`src/rtl/snn_pkg.sv`:
```
// Shared definitions for the tiny SNN neuron scheduler: FSM state encoding,
// default datapath width, reset values of the config registers and the
// refractory period length.
package snn_pkg;

    typedef enum logic [1:0] {
        IDLE   = 2'd0,
        UPDATE = 2'd1,
        DONE   = 2'd2
    } state_e;

    localparam int         VW_DEFAULT     = 8;
    localparam logic [7:0] RST_THRESHOLD  = 8'd128;
    localparam logic [2:0] RST_LEAK       = 3'd1;
    localparam logic [1:0] REFRACTORY_LEN = 2'd2;

endpackage : snn_pkg

```
`src/rtl/snn_neuron_scheduler_if.sv`:
```
// Step/config/result bundle between the pin wrapper and the neuron scheduler.
// master drives step requests and configuration; slave is the scheduler.
interface snn_neuron_scheduler_if
    import snn_pkg::*;
#(
    parameter int NUM_NEURONS = 4,
    parameter int VW          = VW_DEFAULT
);

    logic                      step_valid;
    logic                      step_ready;
    logic [NUM_NEURONS*VW-1:0] current;
    logic                      cfg_we;
    logic [VW-1:0]             cfg_threshold;
    logic [2:0]                cfg_leak;
    logic [NUM_NEURONS-1:0]    spikes;
    logic                      done;
    logic                      busy;

    modport master (
        output step_valid, current, cfg_we, cfg_threshold, cfg_leak,
        input  step_ready, spikes, done, busy
    );

    modport slave (
        input  step_valid, current, cfg_we, cfg_threshold, cfg_leak,
        output step_ready, spikes, done, busy
    );

endinterface : snn_neuron_scheduler_if

```
`src/rtl/snn_lif_core.sv`:
```
// Combinational leaky integrate-and-fire update for one neuron:
// v_next = sat(v - (v >> leak) + i_cur), spike = (v_next >= threshold).
// v_next is the saturated potential before any reset-on-spike.
module snn_lif_core #(
    parameter int VW = 8
) (
    input  logic [VW-1:0] v,
    input  logic [VW-1:0] i_cur,
    input  logic [VW-1:0] threshold,
    input  logic [2:0]    leak,
    output logic [VW-1:0] v_next,
    output logic          spike
);

    // One extra bit holds the carry of the add so saturation can be detected.
    logic [VW:0] sum;

    // Leak, integrate, saturate at all-ones, then compare against threshold.
    always_comb begin
        sum = {1'b0, v - (v >> leak)} + {1'b0, i_cur};
        if (sum[VW]) begin
            v_next = '1;
        end else begin
            v_next = sum[VW-1:0];
        end
        spike = (v_next >= threshold);
    end

endmodule : snn_lif_core

```
`src/rtl/snn_neuron_scheduler.sv`:
```
// Time-multiplexed LIF scheduler: one shared snn_lif_core walks NUM_NEURONS
// virtual neurons round-robin, one per cycle, per accepted timestep.
// Optional feature: define SNN_REFRACTORY_EN to give every neuron a 2-step
// refractory period after it spikes (potential held at 0, current ignored).
module snn_neuron_scheduler #(
    parameter int             NUM_NEURONS   = 4,
    parameter int             VW            = snn_pkg::VW_DEFAULT,
    parameter logic [VW-1:0]  RST_THRESHOLD = snn_pkg::RST_THRESHOLD,
    parameter logic [2:0]     RST_LEAK      = snn_pkg::RST_LEAK
) (
    input  logic                  clk,
    input  logic                  reset,
    snn_neuron_scheduler_if.slave bus
);

    import snn_pkg::*;

    localparam logic [1:0] S_IDLE   = IDLE;
    localparam logic [1:0] S_UPDATE = UPDATE;
    localparam logic [1:0] S_DONE   = DONE;

    localparam int             IW       = $clog2(NUM_NEURONS);
    localparam logic [IW-1:0]  LAST_IDX = IW'(NUM_NEURONS - 1);

    logic [1:0]             state;
    logic [IW-1:0]          idx;
    logic [VW-1:0]          thr_q;
    logic [2:0]             leak_q;
    logic [NUM_NEURONS-1:0] work_q;
    logic [NUM_NEURONS-1:0] spikes_q;
    logic [VW-1:0]          v_mem      [NUM_NEURONS];
    logic [VW-1:0]          cur_shadow [NUM_NEURONS];

    logic                   step_accept;
    logic                   core_spike;
    logic [VW-1:0]          core_v_next;
    logic [VW-1:0]          v_wr;
    logic                   spike_bit;
    logic [NUM_NEURONS-1:0] work_next;

`ifdef SNN_REFRACTORY_EN
    logic [1:0]             refr_q [NUM_NEURONS];
    logic [1:0]             refr_wr;
`endif

    assign step_accept = (state == S_IDLE) && bus.step_valid;

    snn_lif_core #(.VW(VW)) u_core (
        .v         (v_mem[idx]),
        .i_cur     (cur_shadow[idx]),
        .threshold (thr_q),
        .leak      (leak_q),
        .v_next    (core_v_next),
        .spike     (core_spike)
    );

    // Write-back value, spike bit and working spike vector for neuron idx.
    always_comb begin
        // NOTE: every output of this block gets a default first, so no path
        // leaves one unassigned and no latch is inferred.
        v_wr      = core_spike ? '0 : core_v_next;
        spike_bit = core_spike;
`ifdef SNN_REFRACTORY_EN
        refr_wr   = refr_q[idx];
        if (refr_q[idx] != 2'd0) begin
            v_wr      = '0;
            spike_bit = 1'b0;
            refr_wr   = refr_q[idx] - 2'd1;
        end else if (core_spike) begin
            refr_wr   = REFRACTORY_LEN;
        end
`endif
        work_next      = work_q;
        work_next[idx] = spike_bit;
    end

    // FSM, neuron index, config registers and spike vectors.
    always_ff @(posedge clk) begin
        // NOTE: sequential state uses non-blocking assignments so every
        // register samples pre-edge values regardless of statement order.
        if (reset) begin
            state    <= S_IDLE;
            idx      <= '0;
            thr_q    <= RST_THRESHOLD;
            leak_q   <= RST_LEAK;
            work_q   <= '0;
            spikes_q <= '0;
        end else begin
            case (state)
                S_IDLE: begin
                    // Config written together with a step is seen by that step.
                    if (bus.cfg_we) begin
                        thr_q  <= bus.cfg_threshold;
                        leak_q <= bus.cfg_leak;
                    end
                    if (step_accept) begin
                        state  <= S_UPDATE;
                        idx    <= '0;
                        work_q <= '0;
                    end
                end
                S_UPDATE: begin
                    work_q <= work_next;
                    if (idx == LAST_IDX) begin
                        state    <= S_DONE;
                        idx      <= '0;
                        spikes_q <= work_next;
                    end else begin
                        idx <= idx + 1'b1;
                    end
                end
                S_DONE: begin
                    state <= S_IDLE;
                end
                default: begin
                    state <= S_IDLE;
                end
            endcase
        end
    end

    // Membrane potential register file; reset aborts and clears all neurons.
    always_ff @(posedge clk) begin
        if (reset) begin
            for (int i = 0; i < NUM_NEURONS; i++) begin
                v_mem[i] <= '0;
            end
        end else if (state == S_UPDATE) begin
            v_mem[idx] <= v_wr;
        end
    end

    // Shadow copy of the input currents taken when a step is accepted.
    always_ff @(posedge clk) begin
        // NOTE: the shadow is pure data, always rewritten before it is read,
        // so it carries no reset; the potentials above are state and do.
        if (step_accept) begin
            for (int i = 0; i < NUM_NEURONS; i++) begin
                cur_shadow[i] <= bus.current[i*VW +: VW];
            end
        end
    end

`ifdef SNN_REFRACTORY_EN
    // Per-neuron refractory counters, updated alongside the potentials.
    always_ff @(posedge clk) begin
        if (reset) begin
            for (int i = 0; i < NUM_NEURONS; i++) begin
                refr_q[i] <= 2'd0;
            end
        end else if (state == S_UPDATE) begin
            refr_q[idx] <= refr_wr;
        end
    end
`endif

    assign bus.step_ready = (state == S_IDLE);
    assign bus.busy       = (state != S_IDLE);
    assign bus.done       = (state == S_DONE);
    assign bus.spikes     = spikes_q;

endmodule : snn_neuron_scheduler
```
`src/flat_wrapper.sv`:
```
// flat-port wrapper written by rule: the top's interface ports become plain ports
module snn_neuron_scheduler_flat import snn_pkg::*;
#(
    parameter int             NUM_NEURONS   = 4,
    parameter int             VW            = snn_pkg::VW_DEFAULT,
    parameter logic [VW-1:0]  RST_THRESHOLD = snn_pkg::RST_THRESHOLD,
    parameter logic [2:0]     RST_LEAK      = snn_pkg::RST_LEAK
)
  (clk, reset, bus_step_valid, bus_current, bus_cfg_we, bus_cfg_threshold, bus_cfg_leak, bus_step_ready, bus_spikes, bus_done, bus_busy);
  snn_neuron_scheduler_if #(.NUM_NEURONS(NUM_NEURONS), .VW(VW)) bus_i ();
  input  logic clk;
  input  logic reset;
  input wire logic [$bits(bus_i.step_valid)-1:0] bus_step_valid;
  input wire logic [$bits(bus_i.current)-1:0] bus_current;
  input wire logic [$bits(bus_i.cfg_we)-1:0] bus_cfg_we;
  input wire logic [$bits(bus_i.cfg_threshold)-1:0] bus_cfg_threshold;
  input wire logic [$bits(bus_i.cfg_leak)-1:0] bus_cfg_leak;
  output wire logic [$bits(bus_i.step_ready)-1:0] bus_step_ready;
  output wire logic [$bits(bus_i.spikes)-1:0] bus_spikes;
  output wire logic [$bits(bus_i.done)-1:0] bus_done;
  output wire logic [$bits(bus_i.busy)-1:0] bus_busy;
  assign bus_i.step_valid = bus_step_valid;
  assign bus_i.current = bus_current;
  assign bus_i.cfg_we = bus_cfg_we;
  assign bus_i.cfg_threshold = bus_cfg_threshold;
  assign bus_i.cfg_leak = bus_cfg_leak;
  assign bus_step_ready = bus_i.step_ready;
  assign bus_spikes = bus_i.spikes;
  assign bus_done = bus_i.done;
  assign bus_busy = bus_i.busy;
  snn_neuron_scheduler #(.NUM_NEURONS(NUM_NEURONS), .VW(VW), .RST_THRESHOLD(RST_THRESHOLD), .RST_LEAK(RST_LEAK)) u_core (.clk(clk), .reset(reset), .bus(bus_i));
endmodule
```
`config.mk`:
```
export PLATFORM = sky130hd
export DESIGN_NAME = snn_neuron_scheduler_flat
export DESIGN_NICKNAME = d
export VERILOG_FILES = /design/src/rtl/snn_pkg.sv /design/src/rtl/snn_neuron_scheduler_if.sv /design/src/rtl/snn_lif_core.sv /design/src/rtl/snn_neuron_scheduler.sv /design/src/flat_wrapper.sv
export SDC_FILE = /design/constraint.sdc
export NUM_CORES = 1
export LEC_CHECK = 0
export BUFFER_PORTS_ARGS = -buffer_cell sky130_fd_sc_hd__buf_2
export CAP_MARGIN = 10
export CORE_MARGIN = 5
export CORE_UTILIZATION = 53
export CTS_CLUSTER_DIAMETER = 30
export CTS_CLUSTER_SIZE = 40
export DETAILED_ROUTE_END_ITERATION = 10
export PLACE_DENSITY = 0.76
export SKIP_CTS_REPAIR_TIMING = 1
export SLEW_MARGIN = 20
export SYNTH_ARGS = -nofsm -noshare
export SYNTH_HDL_FRONTEND = slang
export SYNTH_SLANG_ARGS = --single-unit
```
`constraint.sdc`:
```
create_clock -name clk -period 5.2 [get_ports clk]
set_clock_uncertainty 0.05 [all_clocks]
set_input_delay 0 -clock clk [delete_from_list [all_inputs] [get_ports clk]]
set_output_delay 0 -clock clk [all_outputs]
set_load 0.01 [all_outputs]
```
; Word-level counts from Yosys, hierarchy flattened
; Memory sizes are Yosys's and may differ from the RTL's. A register that Yosys moved wholly into a read port is not among the register bits.
; Cells that the tools add are included.
[totals]
ff_bits = 23
ram_bits = 64
in_bits = 47
out_inout_bits = 7
word_cells = 57
memories = 2
[op_classes]
addsub = 3
order_cmp = 3
n_eq_ne = 5
n_shift = 1
n_mux = 27
n_reduce_logical = 10
[mem_list]
columns = name, depth, word_bits, rd, rd_clocked_by_memory_dff, write_ports, line
row1 = u_core.cur_shadow, 4, 8, 1, 1, 4, snn_neuron_scheduler.sv:32  ; logic [VW-1:0] cur_shadow [NUM_NEURONS];
row2 = u_core.v_mem, 4, 8, 1, 1, 4, snn_neuron_scheduler.sv:31  ; logic [VW-1:0] v_mem [NUM_NEURONS];
[ops]
columns = cell, count
row1 = 8-bit two-way mux, 3
row2 = 2-bit two-way mux, 9
row3 = 8-bit by 8-bit adder with 9-bit output, 1
row4 = 1-bit two-way mux, 9
row5 = 8-bit >= comparator, 1
row6 = 2-bit case mux with 2 select lines, 2
row7 = 4-bit case mux with 2 select lines, 1
row8 = 2-bit AND reduction, 4
row9 = 8-bit OR reduction, 1
row10 = 8-bit by 3-bit right shift with 8-bit output, 1
row11 = 8-bit subtractor, 1
row12 = 4-bit bitwise mux, 1
row13 = "2-bit equality test, second input constant", 2
row14 = 4-bit two-way mux, 1
row15 = "2-bit by 1-bit inequality test with 1-bit output, second input constant", 2
row16 = 2-bit nonzero test, 2
row17 = "2-bit by 3-bit < comparator with 1-bit output, second input constant", 1
row18 = "2-bit by 1-bit adder with 2-bit output, second input constant", 1
row19 = 1-bit demux with 2-bit select, 1
row20 = "2-bit by 1-bit equality test with 1-bit output, second input constant", 1
row21 = "2-bit by 1-bit >= comparator with 1-bit output, second input constant", 1
row22 = 1-bit logical AND, 2
row23 = 2-bit zero test, 1

; Logic depth before layout (Yosys ltp)
; Gate-level depths: netlist of run 1.
[logic_depth]
depth_word = 7
ltp_mapped = 26
ltp_nobuf = 24

; Hierarchy
; From an unflattened synthesis of run 1, not the netlist that was laid out.
[hier_totals]
cells_unflattened = 391
area_unflattened_um2 = 4639.4
[modules_own_cells]
columns = mod, n_inst, cells_each, area_each_um2, seq_area_each_um2
row1 = snn_neuron_scheduler, 1, 246, 3564.7, 2402.3
row2 = snn_lif_core, 1, 145, 1074.8, 0.0

; Least setup slack after synthesis of run 1
; No wires, ideal clock.
[synth_timing]
kind = register to register
startpoint = reg with a tool-made name
endpoint = mem u_core.v_mem[2][4] (data pin)
setup_time_ns = 0.150
arrival_ns = 5.258
required_ns = 5.000
setup_slack_ns = -0.259
stages_incl_launch_ff = 25
path_buffers = 3
synth_period_minus_slack_ns = 5.459
cell_sequence = dfxtp_1 > buf_6 > buf_4 > mux4_2 > a22oi_1 > nand3_1 > nor2_1 > ha_1 > a21o_1 > a41o_1 > nor2_1 > xnor2_1 > ha_1 > buf_6 > a21o_1 > a31o_1 > or4b_1 > mux2i_2 > inv_1 > ha_1 > a21oi_1 > o21ai_0 > a21oi_2 > nand3_1 > a21oi_1
[synth_rtl]
columns = item, line
row1 = to (decl), snn_neuron_scheduler.sv:31

==> out/metrics.yaml, run 1 <==
grt_pass1_vias: 3392
cts.reportedPaths.clkPinSlew_ps: 90
vias: 3695
max_stage_delay_ps: 600
maxCapViolCount: 0
yosysTopAreaCell: "edfxtp_1"
rsz0062_at_grt: "true"
design.core.area_sq_um: 8299
syn_area_sq_um: 4554
setup_ws_ps: -276.2
final_cell_mix: "64 x edfxtp_1, 53 x buf_2, 49 x buf_4, 44 x dlygate4sd3_1, 38 x nand2_1"
violations: "negative setup slack"
synth_top_area_share: 0.4220
htree_levels: 3
clk_latency_ps: 370
port-buffer-count: 53
start_util: 0.5488
gp_congestion: 0.9015
tritoncts: "built"
fin_crit_ps: 5476
numCtsBuffers: 9
maxSlewViolCount: 0
area_growth_syn_to_layout_pct: 38.30
required_ps: 5370
yosys_warnings: 0
yosys_register_bits: 88
cp_slowest_cell: "mux4_2"
diodes: 0
layout.nets: 616
synth-edff-count: 64
grt_max_degree: 33
clockBufferDepth: 2
clock-sinks: 88
drc_errors: 0
synth-seq-area-share: 0.5275
layout.cells.most_common: "edfxtp_1"
synth_cell_types: 51
die-area_sq_um: 10550
num_rows: 33
critPathBufInv: 4
drive_gt1_frac: 0.3633
worst_slew_pin_slew_ps: 970.5
path_max_fanout: 8
place.detailed.hpwl_um: 7336
grt_usage: 0.1961
slew-limit-headroom: 0.3471
gr-total-overflow: 0
dpl.cell_count: 580
die_width_um: 102.7
final_cells: 650
cp_top_family: "compound AO/OA/AOI/OAI gates"
run_status: "complete, but fails checks"
wl_per_cell_um: 18.30
final.period_utilization: 1.053
ant_nets: 0
drtPass1Iterations: 5
pin_count: 54
vias_per_cell: 5.685
root_buffer: "clkbuf_8"
syn-instance-count: 391
netlist_top_cells_area: "edfxtp_1 42%, dfxtp_1 11%, mux4_2 7.9%"
syn_nets: 467
synthArstFlopShare: 0
crit_arrival_ps: 5650
path_class: "reg -> reg"
crit_path_end_kind: "flip-flop"
drt_iter0_markers: 287
grt_pass1_wl_um: 15900
holdCritPathClass: "in -> reg"
die_h_um: 102.7
synth.avg_cell_area_sq_um: 11.65
routed_wl_um: 11900
antenna_found_initial: 0
setup_viol: 39
crit_path_start_kind: "flip-flop"
synth_flop_cell: "edfxtp_1"
fmax_ghz: 0.1826
cp_cell_sequence: "mux4_2, mux4_2, nand2_1, o31a_1, ha_4, a41o_1, o41a_1, xnor2_1, ha_1, buf_4, buf_4, a211o_4, a21oi_1, inv_1, ha_1, nand2_4, o21ai_2, a21oi_4, buf_6, nand3_4, nor2b_1"
hold_viol_final: 0
## routing by layer
metal / track usage / wire length [um] / share of wire / vias to the layer above
met2: 0.3173 / 5921 / 0.50 / 138
li1: - / - / - / 1729
met1: 0.2595 / 4839 / 0.41 / 1792
met4: 0.07669 / 334 / 0.028 / 0
met3: 0.04263 / 800 / 0.067 / 36
met5: 0 / 0 / 0 / -
## layout make-up
type,instances,area (sq um)
sequential,88,2406
multi-input combinational,269,2323
fill,480,2001
timing repair buffer,151,1139
tap,105,131.4
clock buffer,10,127.6
clock inverter,6,92.59
inverter,21,78.83
## registers in the layout (all words and copies together), names as in the netlist, named ones only
| register | cells |
|---|---|
| u_core.cur_shadow | 32 |
| u_core.v_mem | 32 |
| u_core.thr_q | 8 |
| u_core.bus.spikes | 4 |
| u_core.leak_q | 3 |
| u_core.work_q | 3 |
| u_core.idx | 2 |
| u_core.state | 2 |
## worst paths after layout
path | from | endpoint | slack, ps | cells past startpoint
worst max register to register | flip-flop | u_core.v_mem[2][3] | -280 | 21
worst min-delay path | reset | u_core.leak_q[2] | 50 | 2
worst max-delay path | flip-flop | u_core.v_mem[2][3] | -280 | 21
worst min register to register | u_core.bus.spikes[1] | u_core.bus.spikes[1] | 410 | 2
## synth_stat cells (3+ instances only)
cell type / count
xor2_1: 4
or3_1: 3
o21ai_0: 11
a22o_1: 5
mux2i_1: 3
edfxtp_1: 64
nor3_1: 6
nand2_1: 42
nand3b_1: 3
dfxtp_1: 24
a21o_1: 5
a21oi_1: 33
a211o_1: 5
ha_1: 27
xnor2_1: 5
inv_1: 21
or2_2: 3
mux2_2: 3
mux4_2: 16
nand3_1: 9
clkbuf_1: 7
nand2b_1: 7
nor2b_1: 9
nor2_1: 43
## cells by family after synthesis
logic type               count (synthesis)  share of synthesized area
buffers and inverters                   34                    0.03269
flip-flops                              88                     0.5275
multiplexers                            24                     0.1019
AO/OA/AOI/OAI                           75                     0.1052
XOR/XNOR                                 9                    0.01731
AND/OR/NAND/NOR                        132                     0.1324
adder cells (fa/ha/maj)                 29                    0.08297
## stage by stage
step	setup WS, ps	cell area (sq um)	util	setup TNS [ps]	hold WS [ps]
6_report	-276.2	6299	0.7589	-8126	47.03
5_1_grt	-469.5	6299	0.7589	-14570	67.37
4_1_cts	-478.2	5474	0.6596	-16140	-257.7
3_5_place_dp	-435.2	5254	0.6330	-14170	128.1
3_3_place_gp	-243.9	5254	0.6330	-8001	126.5
2_1_floorplan	-65.95	4598	-	-433.0	48.87
Power of run 1 is not shown: default switching activity piles up to over one toggle a cycle in this logic, so the estimate is an artifact.
==> run 2, diff against run 1 <==
--- a/config.mk
+++ b/config.mk
@@ -7,12 +7,14 @@
 export LEC_CHECK = 0
 export BUFFER_PORTS_ARGS = -buffer_cell sky130_fd_sc_hd__buf_2
 export CAP_MARGIN = 10
+export CELL_PAD_IN_SITES_DETAIL_PLACEMENT = 1
+export CELL_PAD_IN_SITES_GLOBAL_PLACEMENT = 1
 export CORE_MARGIN = 5
-export CORE_UTILIZATION = 53
+export CORE_UTILIZATION = 47
 export CTS_CLUSTER_DIAMETER = 30
 export CTS_CLUSTER_SIZE = 40
 export DETAILED_ROUTE_END_ITERATION = 10
-export PLACE_DENSITY = 0.76
+export PLACE_DENSITY = 0.8
 export SKIP_CTS_REPAIR_TIMING = 1
 export SLEW_MARGIN = 20
 export SYNTH_ARGS = -nofsm -noshare
==> constraint.sdc (replaced) <==
create_clock -name clk -period 5.1 [get_ports clk]
set_clock_uncertainty 0.05 [all_clocks]
set_input_delay 0 -clock clk [delete_from_list [all_inputs] [get_ports clk]]
set_output_delay 0 -clock clk [all_outputs]
set_load 0.01 [all_outputs]
==> run 2 against run 1 <==
Net effect:
- die area rose by 11%
- count of clock-buffer cells in the layout increased by 2
- largest cell class unchanged
- hold slack improved by 19 ps
- the run still ends with negative setup slack left
- register-to-register slack worse by 720 ps
- first-iteration DRC count down 2.4%
- non-clock buffer count increased by 9
- fmax down 10%
- global-route usage increased by 3.9 points
- worst setup slack worse by 720 ps
==> out/metrics.yaml, run 2 (synthesis results as in run 1) <==
num_rows: 36  # was 33
die_h_um: 108.4  # was 102.7 um
final_core_util: 0.6633  # was 0.7589
crit_cells: 25  # was 21
worst_slew_pin_slew_ps: 691.1  # was 970.5 ps
required_ps: 5350  # was 5370 ps
port-buffer-count: 53  # unchanged
final_cell_mix: "64 x edfxtp_1, 60 x buf_4, 53 x buf_2, 44 x dlygate4sd3_1, 38 x nand2_1"  # was 64 x edfxtp_1, 53 x buf_2, 49 x buf_4, 44 x dlygate4sd3_1, 38 x nand2_1
root_buffer: "clkbuf_8"  # unchanged
regToRegSetupSlack_ps: -1000  # was -280 ps
grt_max_degree: 33  # unchanged
design.core.area_sq_um: 9594  # was 8299 sq um
crit_top_cell: "a21oi_2"
max_stage_delay_ps: 560  # was 600 ps
rsz0062_at_grt: "true"  # unchanged
hold_viol_final: 0  # unchanged
cp_slowest_cell: "or4b_4"  # was mux4_2
critPathBufInv: 4  # unchanged
min_path_cells: 2  # unchanged
ant_nets: 0  # unchanged
finalPower_mw: 4.894
grt_usage: 0.2354  # was 0.1961
slew-limit-headroom: 0.5350  # was 0.3471
cts.reportedPaths.clkPinSlew_ps: 90  # about the same
holdCritPathClass: "in -> reg"  # unchanged
vias_per_cell: 5.805  # was 5.685
maxSlewViolCount: 0  # unchanged
min-delay-start: "reset"  # unchanged
drt_iter0_markers: 280  # was 287
ir_worst_vdd_mv: 0.3712
place.detailed.hpwl_um: 10030  # was 7336 um
drtPass1Iterations: 5  # unchanged
crit_path_end_kind: "flip-flop"  # unchanged
gp_congestion: 0.8279  # was 0.9015
gr-total-overflow: 0  # unchanged
crit_arrival_ps: 6350  # was 5650 ps
whs_endpoint: "u_core.bus.spikes[1]"  # was u_core.leak_q[2]
layout.nets: 625  # was 616
reg_top3: "u_core.cur_shadow x32, u_core.v_mem x32, u_core.thr_q x8"  # unchanged
clockBufferDepth: 2  # unchanged
fin_setup_tns_ps: -35300  # was -8126 ps
r2r_cells: 25  # was 21
tritoncts: "built"  # unchanged
fmax_ghz: 0.1640  # was 0.1826 GHz
r2r_end: "u_core.bus.spikes[0]"  # was u_core.v_mem[2][3]
fill_cells: 997  # was 480
drc_errors: 0  # unchanged
wl_per_cell_um: 25.53  # was 18.30 um
start_util: 0.4747  # was 0.5488
stdcell_area_sq_um: 6364  # was 6299 sq um
multi_input_area_sq_um: 2281  # was 2323 sq um
crit_path_start_kind: "flip-flop"  # unchanged
routed_wl_um: 17570  # was 11900 um
drive_gt1_frac: 0.3700  # was 0.3633
clock-sinks: 88  # unchanged
htree_levels: 3  # unchanged
place_area_sq_um: 5364  # was 5254 sq um
vias: 3994  # was 3695
run_status: "complete, but fails checks"  # unchanged
p_leak_nw: 2.576
path_class: "reg -> reg"  # unchanged
violations: "negative setup slack"  # unchanged
die-area_sq_um: 11760  # was 10550 sq um
setup_viol: 39  # unchanged
fin_crit_ps: 6096  # was 5476 ps
final.period_utilization: 1.195  # was 1.053
pwr_density_cell_nw_per_um2: 769.1
die_width_um: 108.4  # was 102.7 um
grt_pass1_vias: 3869  # was 3392
antenna_found_initial: 1  # was 0
grt_pass1_wl_um: 20510  # was 15900 um
cp_top_family: "compound AO/OA/AOI/OAI gates"  # unchanged
pin_count: 54  # unchanged
numCtsBuffers: 9  # unchanged
area_growth_syn_to_layout_pct: 39.73  # was 38.30%
seq_area_sq_um: 2406  # unchanged
layout.cells.most_common: "edfxtp_1"  # unchanged
path_max_fanout: 7  # was 8
clk_latency_ps: 380  # was 370 ps
setup_ws_ps: -995.9  # was -276.2 ps
maxCapViolCount: 0  # unchanged
run 2: cell types whose count changed in the layout (fill, tap and decap cells not counted), sizes merged:
| cell | previous run | this run |
|---|---|---|
| diode | 0 | 1 |
| clkbuf | 10 | 12 |
| inv | 22 | 21 |
| buf | 107 | 116 |
| bufinv | 2 | 3 |
| clkinvlp | 2 | 0 |
run 2: worst max-delay path by stage:
stage / from / end / slack (ps)
6_report: flip-flop / u_core.bus.spikes[0] / -1000
5_1_grt: flip-flop / u_core.work_q[0] / -1080
4_1_cts: flip-flop / u_core.v_mem[2][4] / -910
3_5_place_dp: flip-flop / u_core.v_mem[2][4] / -740
3_3_place_gp: flip-flop / u_core.v_mem[2][0] / -400
2_1_floorplan: flip-flop / u_core.v_mem[2][4] / -90
run 2: stage by stage:
| stage | instances | setup WS (ps) | hold slack (ps) |
|---|---|---|---|
| 4_1_cts | 632 | -909.6 | -266.8 |
| 3_3_place_gp | 616 | -396.1 | 126.1 |
| 2_1_floorplan | 391 | -89.84 | 48.87 |
| 5_1_grt | 688 | -1077 | 71.74 |
| 3_5_place_dp | 616 | -738.1 | 128.9 |
| 6_report | 688 | -995.9 | 66.13 |
run 2: per-layer routing:
metal	GRT usage	up-vias	part of all wire
met1	0.2749	1997	0.37
met3	0.04299	74	0.044
met5	0	-	0
met4	0.08566	0	0.064
met2	0.4294	174	0.52
li1	-	1749	-
run 2: area by class of cell:
class / instances / area share
timing repair buffer: 160 / 0.1884
tap: 133 / 0.02615
clock buffer: 12 / 0.02123
inverter: 21 / 0.01239
antenna: 1 / 0.0003932
sequential: 88 / 0.3781
clock inverter: 4 / 0.01494
multi-input combinational: 269 / 0.3584
run 2: power breakdown:
group | switching (mW) | internal [mW] | leakage, nW
logic | 1.93 | 1.46 | 1.63
clock network | 0.271 | 0.326 | 0.115
registers | 0.0380 | 0.867 | 0.834
(Power assumes the default switching activity.)
